==> src/rtl/cdb_arbiter.sv <==
// Round-robin arbiter sharing the common data bus among result producers.
// One holding slot per requester; one registered broadcast per cycle.

package lc3b_types;
  typedef struct packed {
    logic        valid;
    logic [15:0] data;
    logic [2:0]  tag;
  } CDB;
endpackage

// One-entry holding slot for a single producer.
module cdb_slot (
  input  logic        clk,
  input  logic        reset,
  input  logic        flush,
  input  logic        load,
  input  logic        drain,
  input  logic [15:0] in_data,
  input  logic [2:0]  in_tag,
  output logic        valid,
  output logic [15:0] data,
  output logic [2:0]  tag
);
  always_ff @(posedge clk) begin
    if (reset || flush) begin
      valid <= 1'b0;
    end else if (load) begin
      // a load wins over a same-cycle drain so the slot refills seamlessly
      valid <= 1'b1;
      data  <= in_data;
      tag   <= in_tag;
    end else if (drain) begin
      valid <= 1'b0;
    end
  end
endmodule

module cdb_arbiter #(
  parameter int NUM_REQ = 4
) (
  input  logic                    clk,
  input  logic                    reset,
  input  logic [NUM_REQ-1:0]      req_valid,
  input  logic [NUM_REQ*16-1:0]   req_data,
  input  logic [NUM_REQ*3-1:0]    req_tag,
  output logic [NUM_REQ-1:0]      req_ready,
  input  logic                    flush,
  output lc3b_types::CDB          cdb_out
);
  localparam int PW = (NUM_REQ > 1) ? $clog2(NUM_REQ) : 1;

  logic [NUM_REQ-1:0]       slot_valid;
  logic [NUM_REQ-1:0][15:0] slot_data;
  logic [NUM_REQ-1:0][2:0]  slot_tag;
  logic [NUM_REQ-1:0]       grant;
  logic [NUM_REQ-1:0]       load;
  logic [PW-1:0]            ptr;
  logic [PW-1:0]            win;

  // Grant depends only on registered slot state and ptr.
  always_comb begin
    int  idx;
    logic found;
    grant = '0;
    win   = '0;
    found = 1'b0;
    idx   = 0;
    for (int k = 0; k < NUM_REQ; k++) begin
      idx = int'(ptr) + k;
      if (idx >= NUM_REQ) idx = idx - NUM_REQ;
      if (!found && slot_valid[idx]) begin
        found      = 1'b1;
        grant[idx] = 1'b1;
        win        = PW'(idx);
      end
    end
  end

  assign req_ready = {NUM_REQ{~flush & ~reset}} & (~slot_valid | grant);
  assign load      = req_valid & req_ready;

  for (genvar i = 0; i < NUM_REQ; i++) begin : g_slot
    cdb_slot u_slot (
      .clk     (clk),
      .reset   (reset),
      .flush   (flush),
      .load    (load[i]),
      .drain   (grant[i]),
      .in_data (req_data[16*i +: 16]),
      .in_tag  (req_tag[3*i +: 3]),
      .valid   (slot_valid[i]),
      .data    (slot_data[i]),
      .tag     (slot_tag[i])
    );
  end

  always_ff @(posedge clk) begin
    if (reset) begin
      cdb_out <= '0;
      ptr     <= '0;
    end else if (flush) begin
      cdb_out.valid <= 1'b0;
    end else if (|grant) begin
      cdb_out <= {1'b1, slot_data[win], slot_tag[win]};
      ptr     <= (win == PW'(NUM_REQ - 1)) ? '0 : win + 1'b1;
    end else begin
      // data/tag are left stale; consumers look only at valid
      cdb_out.valid <= 1'b0;
    end
  end
endmodule

==> config.mk <==
export PLATFORM = sky130hd
export DESIGN_NAME = cdb_arbiter
export DESIGN_NICKNAME = d
export VERILOG_FILES = /design/src/rtl/cdb_arbiter.sv
export SDC_FILE = /design/constraint.sdc
export NUM_CORES = 1
export LEC_CHECK = 0
export CAP_MARGIN = 20
export CORE_MARGIN = 2
export CORE_UTILIZATION = 36
export DETAILED_ROUTE_END_ITERATION = 12
export HOLD_SLACK_MARGIN = 0.12
export PLACE_DENSITY_LB_ADDON = 0.12
export SETUP_SLACK_MARGIN = 0.3
export SKIP_LAST_GASP = 1
export SYNTH_ARGS = -nofsm -noshare
export SYNTH_HDL_FRONTEND = slang
export SYNTH_SLANG_ARGS = --single-unit
==> constraint.sdc <==
create_clock -name clk -period 4.15 [get_ports clk]
set_clock_uncertainty 0.15 [all_clocks]
set_input_delay 0.415 -clock clk [delete_from_list [all_inputs] [get_ports clk]]
set_output_delay 0.415 -clock clk [all_outputs]
set_load 0.05 [all_outputs]
==> flow_summary_export.csv <==
group,metric,value,unit
clock_network,cts_max_level,3,
synth,avgSynthCellArea,12.9,um^2
grt,antenna_found_initial,0,
critical_path,rr_endpoint,"g_slot[2].u_slot.data[15]",
drt,drtIter0Drc,272,
clock_network,cts.sinks,102,
clock_network,clockBufferDepth,2,
synth,synth_compound_area_frac,0.222,
critical_path,endpoint_kind,"output pin",
floorplanning,floorplan.die_area,13400,um^2
critical_path,cp_top_family,"compound AO/OA/AOI/OAI gates",
critical_path,max_stage_delay,0.49,ns
timing,fin_ws,0.683,ns
synth,synthArstFlopShare,0,
synth,synthSimpleGateAreaFrac,0.0620,
power,netSwitchingFraction,0.386,
power,clkPwrFrac,0.225,
grt,grt_pass1_vias,3291,
timing,clock.fmax,288,MHz
drt,num_vias,3314,
critical_path,r2r_setup_slack,0.86,ns
final_layout,mostFrequentLayoutCell,"clkdlybuf4s50_1",
critical_path,r2r.worst_path.cells,9,
critical_path,cp.arrival,2.90,ns
clock_network,clkTransAtPathRegs,0.06,ns
clock_network,ctsResizeCount,0,
synth,ys.flop_type,"edfxtp_1",
floorplanning,coreArea,12100,um^2
synth,synth_cell_types,51,
drt,drc_errors,0,
final_layout,area_growth,33.9,%
critical_path,crit_type,"flip-flop to output pin",
critical_path,slowest_stage,"ha_1",
clock_network,postCtsSetupRepairBufs,0,
place,gp_congestion,0.863,
drt,drt-vias-per-instance,5.36,
synth,synth_fp_nets,440,
synth,yosys_warnings,0,
final_layout,drive_above_1_share,0.129,
final_layout,finish.utilization,0.498,
clock_network,clk_latency,0.34,ns
timing,relSlewSlack,0.297,
drt,ant_nets,0,
final_layout,instances_no_fill,618,
synth,ys_seq_area_frac,0.623,
power,power_frac_seq,0.325,
grt,grt_max_degree,40,
synth,netlist_area,4500,um^2
power,combinationalPowerShare,0.449,
worst_hold_path,hold_path_startpoint,"cdb_out[4]",
final_layout,num_antenna_cells,0,
timing,post-route-period-util,0.835,
critical_path,crit_path_start_kind,"flip-flop",
power,peakVddDrop,0.255,mV
clock_network,root_buffer,"clkbuf_16",
place,dp_hpwl,7.55,mm
place,dp_cells,602,
critical_path,worst-path-max-fanout,11,
critical_path,critPathBufInv,2,
timing,whs,0.343,ns
floorplanning,rows,40,
power,p_int,2470,uW
synth,synthMuxAreaShare,0.0239,
critical_path,r2r-start,"ptr[0]",
timing,tightestPinTransition,1.05,ns
clock_network,cts_hold_buf,0,
synth,synth_edf_count,76,
floorplanning,ios,107,
worst_hold_path,min_delay_path_depth,1,
place,port_buffers,106,
drt,wl_per_cell,18.9,um
timing,setup_violations,0,
timing,grt_setup_unrepaired,"false",
worst_hold_path,hold_class,"flip-flop to flip-flop",
grt,grt_overflow_total,0,
clock_network,cts_tree,"done",
final_layout,final_nets,536,
power,switching_power,1550,uW
floorplanning,start_util,0.371,
final_layout,layout_common_cells,"clkdlybuf4s50_1, edfxtp_1, o21ai_0",
floorplanning,die_y,116,um
critical_path,critical_path.cell_chain,"inv_1, ha_1, or3b_1, a2111o_1, nand3_1, a221oi_1, a21oi_2, buf_4",
synth,synth_top_family_by_area,"compound AO/OA/AOI/OAI gates",
critical_path,cp.required,3.59,ns
synth,synthAdderAreaFrac,0.0222,
floorplanning,die_w,116,um
timing,min_period,3.47,ns
place,preCtsSetupSlack,0.900,ns
timing,hold_viol_final,0,
drt,drt_first_pass_iters,5,
synth,synthXorXnorAreaFrac,0,
timing,drv_slew,0,
timing,final.setup.tns,0,ns
power,p_leak,0.00208,uW
drt,drt-total-wl,11.7,mm
final_layout,nFillCells,1103,
status,status,"finished, final reports clean",
worst_hold_path,min_to,"cdb_out[4]",
flow_run,drv_cap,0,
grt,grt_pass1_wl,18.0,mm
power,p_per_area,668,nW/um^2
synth,ys_ff_latch,102,
synth,syn_inst,349,
clock_network,cts_buffers,9,
grt,gr-usage-all-layers,0.180,
-- through the flow --
step	area [um^2]	total power [uW]
CTS	6030	4040
floorplan	4520	2630
detailed placement	5700	3130
global route	6030	4240
global placement	5700	3110
finish	6030	4020
-- worst reg2reg max path, cell delays in order (launching register included) --
cell	delay, ns
dfxtp_1	0.32
inv_1	0.11
ha_1	0.49
or3b_1	0.41
a2111o_1	0.39
nand3_1	0.25
a221oi_1	0.20
a21oi_2	0.18
and2_1	0.15
buf_4	0.31
-- how the worst max path moves through the flow --
stage          startpoint                   endpoint  slack [ns]  depth (start not counted)
5_1_grt            ptr[0]               req_ready[1]        0.50                          9
3_5_place_dp       ptr[0]  g_slot[2].u_slot.data[11]        0.90                          9
4_1_cts            ptr[0]               req_ready[2]        0.70                          8
6_report           ptr[0]               req_ready[2]        0.68                          8
3_3_place_gp       ptr[0]  g_slot[2].u_slot.data[12]        0.97                          9
2_1_floorplan      ptr[0]   g_slot[2].u_slot.data[0]        0.44                         10
-- per-layer routing --
layer | part of all wire | GRT usage | wire length (um) | vias up
met2 | 0.49 | 0.288 | 5730 | 113
met1 | 0.45 | 0.252 | 5300 | 1621
met5 | 0 | 0 | 0 | -
li1 | - | - | - | 1570
met3 | 0.047 | 0.0377 | 545 | 10
met4 | 0.0097 | 0.0437 | 113 | 0
-- cells in the mapped netlist (2+ instances only) --
library cell	n	area (um^2)
a22o_2	7	70.1
dfxtp_1	26	521
inv_1	7	26.3
nand2_1	10	37.5
o21ai_0	41	205
a22o_1	12	105
o21a_1	4	30.0
buf_4	2	15.0
mux2i_1	4	40.0
a221oi_1	2	17.5
or3_1	2	12.5
nand3_1	5	25.0
nor2_1	5	18.8
mux2_2	2	22.5
nand3b_1	2	15.0
a21oi_1	7	35.0
buf_2	5	25.0
mux4_2	2	45.0
nor4b_1	2	17.5
or2_2	2	12.5
buf_6	4	45.0
and4b_2	2	22.5
a22oi_1	19	143
a21o_1	3	22.5
edfxtp_1	76	2280
clkbuf_1	19	71.3
ha_1	8	100
and2_1	6	37.5
a31oi_1	41	257
-- sequential cells by signal (all words and copies together) (netlist names) --
| register | cells |
|---|---|
| g_slot.u_slot.data | 64 |
| g_slot.u_slot.valid | 4 |
| g_slot.u_slot.tag | 12 |
| ptr | 2 |
| cdb_out | 20 |
-- logic make-up after synthesis --
logic type / after synthesis
compound gates: 147
flops: 102
buf+inv: 39
mux: 8
simple gates: 45
fa+ha+maj: 8
-- cell type report --
| type | instances | area, um^2 | area share |
|---|---|---|---|
| timing repair buffer | 117 | 1150 | 0.190 |
| inverter | 7 | 26.3 | 0.00436 |
| clock inverter | 6 | 85.1 | 0.0141 |
| tap | 168 | 210 | 0.0349 |
| clock buffer | 10 | 239 | 0.0397 |
| sequential | 102 | 2800 | 0.465 |
| multi-input combinational | 208 | 1520 | 0.252 |
-- power groups by stage --
stage | registers [uW] | logic [uW] | clock network [uW]
after detailed placement | 1330 | 1800 | 0
after CTS | 1310 | 1810 | 920
after global placement | 1330 | 1780 | 0
after floorplan | 1620 | 1000 | 0
after global routing | 1320 | 1950 | 964
final | 1310 | 1810 | 906
No activity file was read; power rests on OpenSTA's default activity.
